File: config.mk
export PLATFORM = sky130hd
export DESIGN_NAME = uart_tx_ctrl
export DESIGN_NICKNAME = d
export VERILOG_FILES = /design/src/rtl/uart_tx_ctrl.sv
export SDC_FILE = /design/constraint.sdc
export NUM_CORES = 1
export LEC_CHECK = 0
export ABC_AREA = 0
export BUFFER_PORTS_ARGS = -buffer_cell sky130_fd_sc_hd__clkbuf_2
export CORE_MARGIN = 5
export CORE_UTILIZATION = 50
export DETAILED_ROUTE_END_ITERATION = 10
export HOLD_SLACK_MARGIN = 0.1
export MAX_ROUTING_LAYER = met4
export PLACE_DENSITY_LB_ADDON = 0.05
export SETUP_SLACK_MARGIN = 0.5
export SLEW_MARGIN = 20
export SYNTH_ARGS = -nofsm -noshare
export SYNTH_HDL_FRONTEND = slang
export SYNTH_SLANG_ARGS = --single-unit
File: constraint.sdc
create_clock -name clk_i -period 1.65 [get_ports clk_i]
set_input_delay 0.2475 -clock clk_i [delete_from_list [all_inputs] [get_ports clk_i]]
set_output_delay 0.2475 -clock clk_i [all_outputs]
set_load 0.02 [all_outputs]
File: src/rtl/uart_tx_ctrl.sv
// UART transmitter: start, LSB-first data, optional parity, stop bit(s).
// Define UART_TX_PARITY_EN to build the parity bit (PARITY_ODD selects sense).
module uart_tx_ctrl #(
  parameter int CLKS_PER_BIT = 16,
  parameter int DATA_BITS    = 8,
  parameter int STOP_BITS    = 1,
  parameter int PARITY_ODD   = 0
) (
  input  logic                 clk_i,
  input  logic                 rst_ni,
  input  logic [DATA_BITS-1:0] tx_data_i,
  input  logic                 tx_valid_i,
  output logic                 tx_ready_o,
  output logic                 tx_o,
  output logic                 busy_o,
  output logic                 done_o
);

  if (CLKS_PER_BIT < 2 || CLKS_PER_BIT > 65535 ||
      DATA_BITS < 5 || DATA_BITS > 8 ||
      STOP_BITS < 1 || STOP_BITS > 2 ||
      PARITY_ODD < 0 || PARITY_ODD > 1) begin : g_bad_param
    $error("uart_tx_ctrl: illegal parameter");
  end

  localparam logic [15:0] CNT_MAX   = 16'(CLKS_PER_BIT - 1);
  localparam logic [3:0]  LAST_DATA = 4'(DATA_BITS - 1);
  localparam logic [3:0]  LAST_STOP = 4'(STOP_BITS - 1);

  typedef enum logic [2:0] {
    IDLE, START, DATA, PARITY, STOP
  } state_e;

  state_e               state_q, state_d;
  logic [15:0]          cnt_q, cnt_d;
  logic [3:0]           bit_q, bit_d;
  logic [DATA_BITS-1:0] shift_q, shift_d;
  logic                 tx_q, tx_d;
  logic                 busy_q, busy_d;
  logic                 ready_q, ready_d;
  logic                 done_q, done_d;
  logic                 tick;
`ifdef UART_TX_PARITY_EN
  logic                 par_q, par_d;
`endif

  assign tick = (cnt_q == CNT_MAX);

  always_ff @(posedge clk_i or negedge rst_ni) begin
    if (!rst_ni) begin
      state_q <= IDLE;
      cnt_q   <= '0;
      bit_q   <= '0;
      shift_q <= '0;
      tx_q    <= 1'b1;
      busy_q  <= 1'b0;
      ready_q <= 1'b1;
      done_q  <= 1'b0;
`ifdef UART_TX_PARITY_EN
      par_q   <= 1'b0;
`endif
    end else begin
      state_q <= state_d;
      cnt_q   <= cnt_d;
      bit_q   <= bit_d;
      shift_q <= shift_d;
      tx_q    <= tx_d;
      busy_q  <= busy_d;
      ready_q <= ready_d;
      done_q  <= done_d;
`ifdef UART_TX_PARITY_EN
      par_q   <= par_d;
`endif
    end
  end

  always_comb begin
    state_d = state_q;
    cnt_d   = cnt_q + 16'd1;
    bit_d   = bit_q;
    shift_d = shift_q;
`ifdef UART_TX_PARITY_EN
    par_d   = par_q;
`endif
    unique case (state_q)
      IDLE: begin
        cnt_d = '0;
        bit_d = '0;
        if (tx_valid_i) begin
          state_d = START;
          shift_d = tx_data_i;
`ifdef UART_TX_PARITY_EN
          par_d   = (^tx_data_i) ^ PARITY_ODD[0];
`endif
        end
      end
      START: begin
        if (tick) begin
          state_d = DATA;
          cnt_d   = '0;
          bit_d   = '0;
        end
      end
      DATA: begin
        if (tick) begin
          cnt_d   = '0;
          shift_d = shift_q >> 1;
          bit_d   = bit_q + 4'd1;
          if (bit_q == LAST_DATA) begin
`ifdef UART_TX_PARITY_EN
            state_d = PARITY;
`else
            state_d = STOP;
`endif
            bit_d   = '0;
          end
        end
      end
`ifdef UART_TX_PARITY_EN
      PARITY: begin
        if (tick) begin
          state_d = STOP;
          cnt_d   = '0;
          bit_d   = '0;
        end
      end
`endif
      STOP: begin
        if (tick) begin
          cnt_d = '0;
          bit_d = bit_q + 4'd1;
          if (bit_q == LAST_STOP) begin
            state_d = IDLE;
            bit_d   = '0;
          end
        end
      end
      default: begin
        state_d = IDLE;
        cnt_d   = '0;
        bit_d   = '0;
      end
    endcase
  end

  // Outputs are decoded from the next state so they land in flops.
  always_comb begin
    tx_d    = 1'b1;
    busy_d  = (state_d != IDLE);
    ready_d = (state_d == IDLE);
    done_d  = (state_q == STOP) && (state_d == IDLE);
    unique case (state_d)
      IDLE:    tx_d = 1'b1;
      START:   tx_d = 1'b0;
      DATA:    tx_d = shift_d[0];
`ifdef UART_TX_PARITY_EN
      PARITY:  tx_d = par_d;
`endif
      STOP:    tx_d = 1'b1;
      default: tx_d = 1'b1;
    endcase
  end

  assign tx_o       = tx_q;
  assign busy_o     = busy_q;
  assign tx_ready_o = ready_q;
  assign done_o     = done_q;

endmodule

==> results_dict.tcl, run 1 <==
set metrics [dict create \
    critical_path.max_stage_delay_ns 0.42 \
    grt.total_usage 0.179 \
    fp.coreArea_sq_mm 0.00342 \
    synthTopCellsByArea "dfrtp_1 (46%), nor2_1 (4.6%), nand2_1 (4.4%), xor2_1 (3.9%), nor4_4 (3.5%)" \
    area_delta_synth_final_pct 35.4 \
    ys_seq_elements 35 \
    drive_gt1_frac 0.427 \
    dr_wl_met3_um 122 \
    clock_sinks 35 \
    die_w_um 70.0 \
    holdPathStages 3 \
    outcome "complete, but fails checks" \
    synth_warnings 0 \
    synthArstFlopShare 1.00 \
    die_height_um 70.0 \
    htree_levels 2 \
    reg2reg_to "shift_q[0]$_DFF_PN0_" \
    synth.top_cell.area_share 0.459 \
    slew_violations 0 \
    synth_common_cells "dfrtp_1 (33), nor2_1 (22), nand2_1 (21)" \
    final_core_util 0.713 \
    synth_edf_count 0 \
    syn_nets 182 \
    synth_area_sq_mm 0.00180 \
    dr_wl_met2_mm 2.08 \
    nets 233 \
    die_area_sq_mm 0.00490 \
    worst_slew_pin_slew_ns 0.438 \
    worstPathRequired_ns 1.87 \
    drt_pass1_iterations 4 \
    cts.clk_slew.worst_paths_ns 0.10 \
    yosys.area.top_type "dfrtp_1" \
    worst-path-max-fanout 3 \
    ys.flop_type "dfrtp_1" \
    grt_overflow 0 \
    finalHoldViolCount 0 \
    min-delay-start "tx_data_i[7]" \
    clock_latency_ns 0.33 \
    power.total_uw 1460 \
    routed_wl_mm 3.95 \
    skew_ns 0.00534 \
    reg2reg_depth 5 \
    insertedDiodeCount 0 \
    highest_layer "met4" \
    rows 21 \
    grt_pass1_vias 1437 \
    cp-end-kind "flop" \
    vias 1423 \
    cp_slowest_cell "dfrtp_1" \
    setup.worst_path.start_class "flop" \
    m1WireLength_mm 1.68 \
    grt_pass1_wl_mm 6.77 \
    fin_crit_sh 1.02 \
    viasPerCell 5.35 \
    r2r-start "cnt_q[12]$_DFF_PN0_" \
    finalSetupViolCount 4 \
    boundaryPins 15 \
    wl_per_cell_um 14.9 \
    grt_max_degree 21 \
    drtAntennaViolNets 0 \
    yosys.cell_types.count 42 \
    clockBufferDepth 2 \
    setup_slack_ns -0.0315 \
    arrival_ns 1.90 \
    rsz0062_at_grt "yes" \
    synth_seq_area_share 0.488 \
    period_minus_slack_ns 1.68 \
    cp-startpoint "cnt_q[12]$_DFF_PN0_" \
    netlist_instances 168 \
    synth.avg_cell_area_sq_um 10.7 \
    max_freq_mhz 595 \
    synth_most_common_cell "dfrtp_1" \
    violations "negative setup slack" \
    leakagePower_uw 0.00112 \
    cts_tree "done" \
    worstSetupEndpoint "shift_q[0]$_DFF_PN0_" \
    remaining_drc_errors 0 \
    r2r_slack_ns -0.03 \
    drt_iter0_markers 73 \
    place_congestion 0.782 \
    antenna_found_initial 0 \
    io_buffers 14 \
    dp_hpwl_mm 2.65 \
    cts-root-buf "clkbuf_4" \
    peakVddDrop_mv 0.376 \
    relSlewSlack 0.708 \
    drv_cap 0 \
    powerDensity_mw_per_mm2 599 \
    initial_utilization 0.527 \
    path_class "flop to flop" \
    numCtsBuffers 5 \
    worstPathCellList "nor4_4, and4_4, a21oi_4, a221oi_4, inv_1" \
    hold_class "primary input to flop" \
]
[worst max-delay path, delay by kind of cell, from the launching register on]
family | cells | cell delay, ns
DFF | 1 | 0.42
AOI/OAI and AO/OA | 2 | 0.33
and+or+nand+nor | 2 | 0.73
buffers and inverters | 1 | 0.08
[report_power, final]
group | internal, uW | switching, uW | leakage [uW]
Combinational | 24.7 | 29.8 | 0.000631
Clock | 251 | 279 | 0.0000386
Sequential | 867 | 7.16 | 0.000454
[placed cells by master, fill, tap and decap left out, types with 2 or more instances in the layout]
master	n
buf_8	2
xnor2_1	7
buf_6	5
and3_4	2
nor4_4	3
nor2b_1	2
nor2_1	19
nor2_2	2
nand4_1	2
buf_4	24
nand3_1	7
o21ai_1	5
nor3b_4	2
buf_12	4
o21ai_2	2
clkbuf_2	11
nor2_4	2
a21o_1	2
a22oi_2	6
dfrtp_1	32
nand2b_1	2
dfstp_2	2
clkbuf_4	5
a21oi_2	2
nor3b_2	2
xor2_1	8
ha_1	2
nand2_1	20
inv_1	5
nand4_4	2
and3_1	2
clkbuf_8	2
[final cells by class]
class                           instances  area [sq um]
Timing Repair Buffer                   47           412
Multi-Input combinational cell        124           996
Fill cell                             249           980
Tap cell                               46          57.6
Sequential cell                        35           880
Inverter                                6          22.5
Clock buffer                            8          68.8
[cell families after synthesis]
logic type | after synthesis | share of synthesized area
flops | 35 | 0.488
fa+ha+maj | 3 | 0.0209
compound gates | 27 | 0.120
xor+xnor | 15 | 0.0730
buf+inv | 10 | 0.0285
simple gates | 78 | 0.270
[worst min path at each step]
stage,endpoint
after global placement,cnt_q[6]$_DFF_PN0_
after detailed placement,cnt_q[6]$_DFF_PN0_
after CTS,shift_q[7]$_DFFE_PN0P_
after floorplan,bit_q[0]$_DFFE_PN0P_
final,shift_q[7]$_DFFE_PN0P_
after global routing,shift_q[7]$_DFFE_PN0P_
[flip-flops by register name, summed over array words and instances (netlist names)]
name and flops:
tx_o 1, state_q 3, done_o 1, busy_o 1
cnt_q 16, bit_q 4, shift_q 8, tx_ready_o 1
[through the flow]
stage               instances  TNS (ns)  setup WS [ns]  instance area [sq um]  hold slack, ns
global route              266    -0.619         -0.103                   2440           0.124
global placement          241         0         0.0612                   2060           0.202
detailed placement        241         0        0.00475                   2060           0.207
finish                    266   -0.0677        -0.0315                   2440           0.127
CTS                       264         0        0.00117                   2310           0.127
floorplan                 168         0         0.0765                   1820         -0.0481
[layer usage]
layer | GRT usage | vias to the layer above
li1 | - | 688
met1 | 0.217 | 711
met2 | 0.292 | 17
met3 | 0.0574 | 7
met4 | 0.0447 | 0
met5 | - | -
[repair_timing]
item,CTS,global route
buffers inserted,13,2
gates resized for setup,18,23
hold buffers,1,0
cloned,1,0
setup endpoints to repair,37,38
hold endpoints to repair,15,0
pin swaps,12,13
No activity file was read; power rests on OpenSTA's default activity.
==> run 2: changes to the inputs <==
Settings changed: CELL_PAD_IN_SITES_DETAIL_PLACEMENT set to 2, CELL_PAD_IN_SITES_GLOBAL_PLACEMENT set to 2, CORE_UTILIZATION 50 to 35, SKIP_CTS_REPAIR_TIMING set to 1.
==> results_dict.tcl, run 2 (same netlist as run 1, synthesis figures left out) <==
set metrics [dict create \
    outcome "complete, but fails checks" \
    violations "negative setup slack" \
    period_minus_slack_ns 1.69 \
    reg2reg_depth 6 \
    worst_slew_pin_slew_ns 0.542 \
    r2r-start "cnt_q[13]$_DFF_PN0_" \
    p_sw_frac 0.234 \
    vias 1420 \
    drt_iter0_markers 38 \
    seq_power_share 0.568 \
    rows 26 \
    internal-power_uw 1180 \
    area_delta_synth_final_pct 35.8 \
    worstPathRequired_ns 1.88 \
    grt_max_degree 19 \
    critPathTopFamily "simple AND/OR/NAND/NOR gates" \
    worst-path-max-fanout 5 \
    fin_crit_sh 1.02 \
    r2r_slack_ns -0.04 \
    worstPathCellList "nor4_4, buf_4, nand4_4, a21o_1, nor3b_2, a21o_1" \
    antenna_found_initial 0 \
    insertedDiodeCount 0 \
    die_w_um 81.7 \
    reg_top3 "cnt_q: 16 flops, shift_q: 8 flops, bit_q: 4 flops" \
    dp_hpwl_mm 3.53 \
    whs_ns 0.178 \
    finalHoldViolCount 0 \
    p_clk_frac 0.395 \
    critical_path.max_stage_delay_ns 0.44 \
    boundaryPins 15 \
    placed_cells 269 \
    grt_pass1_wl_mm 7.88 \
    layout_commonest_cell "dfrtp_1" \
    grt_overflow 0 \
    initial_utilization 0.357 \
    relSlewSlack 0.638 \
    largest_reg_flops 16 \
    drt_pass1_iterations 3 \
    path_buf_inv 1 \
    final_cell_mix "dfrtp_1 (30), buf_4 (27), nor2_1 (21)" \
    regMostFlops "cnt_q" \
    p_comb_frac 0.038 \
    skew_ns 0.00562 \
    setup_slack_ns -0.0370 \
    finalNonFillerCells 291 \
    slew_violations 0 \
    clockBufferDepth 2 \
    die_area_sq_mm 0.00667 \
    cp_slowest_cell "dfrtp_2" \
    cpMostUsedCell "a21o_1" \
    pre_cts_ws_ns -0.0669 \
    remaining_drc_errors 0 \
    numCtsBuffers 5 \
    cp-end-kind "flop" \
    finalSetupViolCount 3 \
    fillers 542 \
    p_sw_uw 361 \
    grt_pass1_vias 1603 \
    viasPerCell 4.88 \
    setup.worst_path.start_class "flop" \
    path_class "flop to flop" \
    peakVddDrop_mv 0.421 \
    fp.coreArea_sq_mm 0.00504 \
    wl_per_cell_um 17.2 \
    cp-startpoint "cnt_q[13]$_DFF_PN0_" \
    die_height_um 81.7 \
    arrival_ns 1.92 \
    hold_class "primary input to flop" \
    nets 234 \
    clock_sinks 35 \
    clock_latency_ns 0.29 \
    place_congestion 0.880 \
    io_buffers 14 \
    grt.total_usage 0.163 \
    drtAntennaViolNets 0 \
    path_depth 6 \
    drv_cap 0 \
    worstSetupEndpoint "bit_q[3]$_DFFE_PN0P_" \
    leakagePower_uw 0.00112 \
    powerDensity_mw_per_mm2 632 \
    reg2reg_to "bit_q[3]$_DFFE_PN0P_" \
    max_freq_mhz 593 \
    rsz0062_at_grt "yes" \
    routed_wl_mm 5.01 \
    cts_tree "done" \
    htree_levels 2 \
    cts-root-buf "clkbuf_8" \
    drive_gt1_frac 0.448 \
    cts.clk_slew.worst_paths_ns 0.07 \
]
==> run 2: per-layer routing <==
metal  share of wire  vias up  GRT usage  routed length, um
met5               0        -          -                  0
met4          0.0080        0     0.0449                 40
met3           0.024        4     0.0417                120
met2            0.54       13      0.287               2690
met1            0.43      721      0.184               2160
li1                -      682          -                  -
==> run 2: power groups by stage <==
stage | clock network, uW | registers (uW) | logic [uW]
finish | 609 | 876 | 58.4
floorplan | 0 | 890 | 10.8
CTS | 644 | 873 | 52.8
detailed placement | 0 | 890 | 52.6
global placement | 0 | 889 | 49.3
global route | 693 | 877 | 65.2
==> run 2: worst register-to-register path: stages (launching register included) <==
cell     delay, ns
dfrtp_2       0.44
nor4_4        0.27
buf_4         0.18
nand4_4       0.17
a21o_1        0.25
nor3b_2       0.20
a21o_1        0.12
==> run 2: final cells by class <==
cell class              instances  area (sq um)  share of cell area
multi-input cells             124           978               0.400
flip-flops and latches         35           882               0.361
repair buffers                 48           389               0.159
well taps                      70          87.6              0.0358
clock buffers                   5          68.8              0.0282
inverters                       6          22.5             0.00922
clock inverters                 3          15.0             0.00614
==> run 2: worst min path at each step <==
stage	from	to	slack (ns)	cells past startpoint
2_1_floorplan	rst_ni	bit_q[0]$_DFFE_PN0P_	-0.05	0
3_3_place_gp	rst_ni	cnt_q[11]$_DFF_PN0_	0.24	1
3_5_place_dp	rst_ni	cnt_q[11]$_DFF_PN0_	0.25	1
4_1_cts	rst_ni	cnt_q[11]$_DFF_PN0_	-0.07	1
5_1_grt	tx_data_i[7]	shift_q[7]$_DFFE_PN0P_	0.17	3
6_report	tx_data_i[7]	shift_q[7]$_DFFE_PN0P_	0.18	3
==> run 2: per-stage QoR <==
step / area [sq um] / util / total power, uW / TNS [ns]
after floorplan: 1820 / - / 901 / 0
final: 2440 / 0.485 / 1540 / -0.0830
after CTS: 2220 / 0.440 / 1570 / -0.420
after global placement: 2130 / 0.423 / 939 / 0
after detailed placement: 2130 / 0.423 / 943 / -0.122
after global routing: 2440 / 0.485 / 1630 / -0.935
==> run 3: changes to the inputs <==
Settings changed: CELL_PAD_IN_SITES_DETAIL_PLACEMENT 2 to not set, CELL_PAD_IN_SITES_GLOBAL_PLACEMENT 2 to not set, CORE_UTILIZATION 35 to 50.
==> results_dict.tcl, run 3 (same netlist as run 1, synthesis figures left out) <==
set metrics [dict create \
    r2r_slack_ns -0.02 \
    layout_commonest_cell "dfrtp_1" \
    powerDensity_mw_per_mm2 601 \
    largest_reg_flops 16 \
    drive_gt1_frac 0.447 \
    pre_cts_ws_ns 0.00475 \
    routed_wl_mm 3.90 \
    die_area_sq_mm 0.00490 \
    die_height_um 70.0 \
    place_congestion 0.782 \
    cp-end-kind "flop" \
    grt_overflow 0 \
    reg2reg_depth 5 \
    slew_violations 0 \
    die_w_um 70.0 \
    skew_ns 0.00377 \
    reg2reg_to "shift_q[0]$_DFF_PN0_" \
    final_core_util 0.709 \
    worstPathRequired_ns 1.87 \
    max_freq_mhz 600 \
    htree_levels 2 \
    holdPathStages 3 \
    path_class "flop to flop" \
    leakagePower_uw 0.00109 \
    cp_slowest_cell "dfrtp_2" \
    final_cell_mix "dfrtp_1 (32), nand2_1 (21), buf_4 (21)" \
    remaining_drc_errors 0 \
    drv_cap 0 \
    insertedDiodeCount 0 \
    fin_crit_sh 1.01 \
    finalSetupViolCount 2 \
    setup_slack_ns -0.0162 \
    r2r-start "cnt_q[9]$_DFF_PN0_" \
    reg_top3 "cnt_q: 16 flops, shift_q: 8 flops, bit_q: 4 flops" \
    area_delta_synth_final_pct 34.6 \
    dp_hpwl_mm 2.65 \
    rows 21 \
    hold_class "primary input to flop" \
    grt_max_degree 21 \
    finalHoldViolCount 0 \
    violations "negative setup slack" \
    antenna_found_initial 0 \
    path_depth 5 \
    cts_tree "done" \
    finalNonFillerCells 261 \
    fp.coreArea_sq_mm 0.00342 \
    placed_cells 241 \
    drt_iter0_markers 103 \
    place_area_sq_mm 0.00206 \
    setup.worst_path.start_class "flop" \
    peakVddDrop_mv 0.377 \
    critical_path.max_stage_delay_ns 0.45 \
    min-delay-start "tx_data_i[7]" \
    critPathTopFamily "simple AND/OR/NAND/NOR gates" \
    grt_pass1_wl_mm 6.18 \
    outcome "complete, but fails checks" \
    arrival_ns 1.88 \
    regMostFlops "cnt_q" \
    grt.total_usage 0.162 \
    initial_utilization 0.527 \
    grt_pass1_vias 1318 \
    period_minus_slack_ns 1.67 \
    worstPathCellList "nor4_4, and4_4, a21oi_4, a221oi_4, inv_1" \
    path_buf_inv 1 \
    clock_latency_ns 0.33 \
    wl_per_cell_um 14.9 \
    cts-root-buf "clkbuf_4" \
    tns_ns -0.0169 \
    drtAntennaViolNets 0 \
    viasPerCell 5.36 \
    boundaryPins 15 \
    holdPathEnd "shift_q[7]$_DFFE_PN0P_" \
    cts.clk_slew.worst_paths_ns 0.10 \
    vias 1399 \
    rsz0062_at_grt "yes" \
    worst-path-max-fanout 4 \
    numCtsBuffers 5 \
    finalInstanceArea_sq_mm 0.00242 \
    clock_sinks 35 \
    io_buffers 14 \
    clockBufferDepth 2 \
    worst_slew_pin_slew_ns 0.440 \
    nets 228 \
    relSlewSlack 0.706 \
    drt_pass1_iterations 4 \
]
## run 3: metal layers
metal	GRT usage	routed length [um]
met1	0.201	1680
met2	0.257	2060
met3	0.0560	116
met4	0.0383	43
met5	-	0
## run 3: power breakdown
| group | switching (uW) | internal, uW |
|---|---|---|
| Sequential | 7.03 | 867 |
| Combinational | 29.4 | 23.8 |
| Clock | 278 | 251 |
## run 3: area by class of cell
| type | count | area, sq um |
|---|---|---|
| Multi-Input combinational cell | 124 | 1040 |
| Clock buffer | 8 | 68.8 |
| Fill cell | 250 | 995 |
| Tap cell | 46 | 57.6 |
| Timing Repair Buffer | 42 | 350 |
| Inverter | 6 | 22.5 |
| Sequential cell | 35 | 880 |
## run 3: worst max-delay path by stage
stage,from,end,slack [ns]
after global routing,cnt_q[4]$_DFF_PN0_,shift_q[0]$_DFF_PN0_,-0.10
after floorplan,cnt_q[0]$_DFF_PN0_,shift_q[0]$_DFF_PN0_,0.08
after CTS,cnt_q[1]$_DFF_PN0_,bit_q[3]$_DFFE_PN0P_,-0.02
after detailed placement,cnt_q[1]$_DFF_PN0_,bit_q[3]$_DFFE_PN0P_,0.005
after global placement,cnt_q[1]$_DFF_PN0_,bit_q[3]$_DFFE_PN0P_,0.06
final,cnt_q[9]$_DFF_PN0_,shift_q[0]$_DFF_PN0_,-0.02
## run 3: worst min-delay path, cell delays in order
cell and delay, ns:
clkbuf_2 0.08, nand2_1 0.04, o21ai_0 0.06
## run 3: per-stage QoR
stage	total power (uW)	hold slack (ns)
detailed placement	940	0.207
floorplan	901	-0.0481
CTS	1470	-0.169
finish	1460	0.129
global route	1530	0.130
global placement	938	0.202
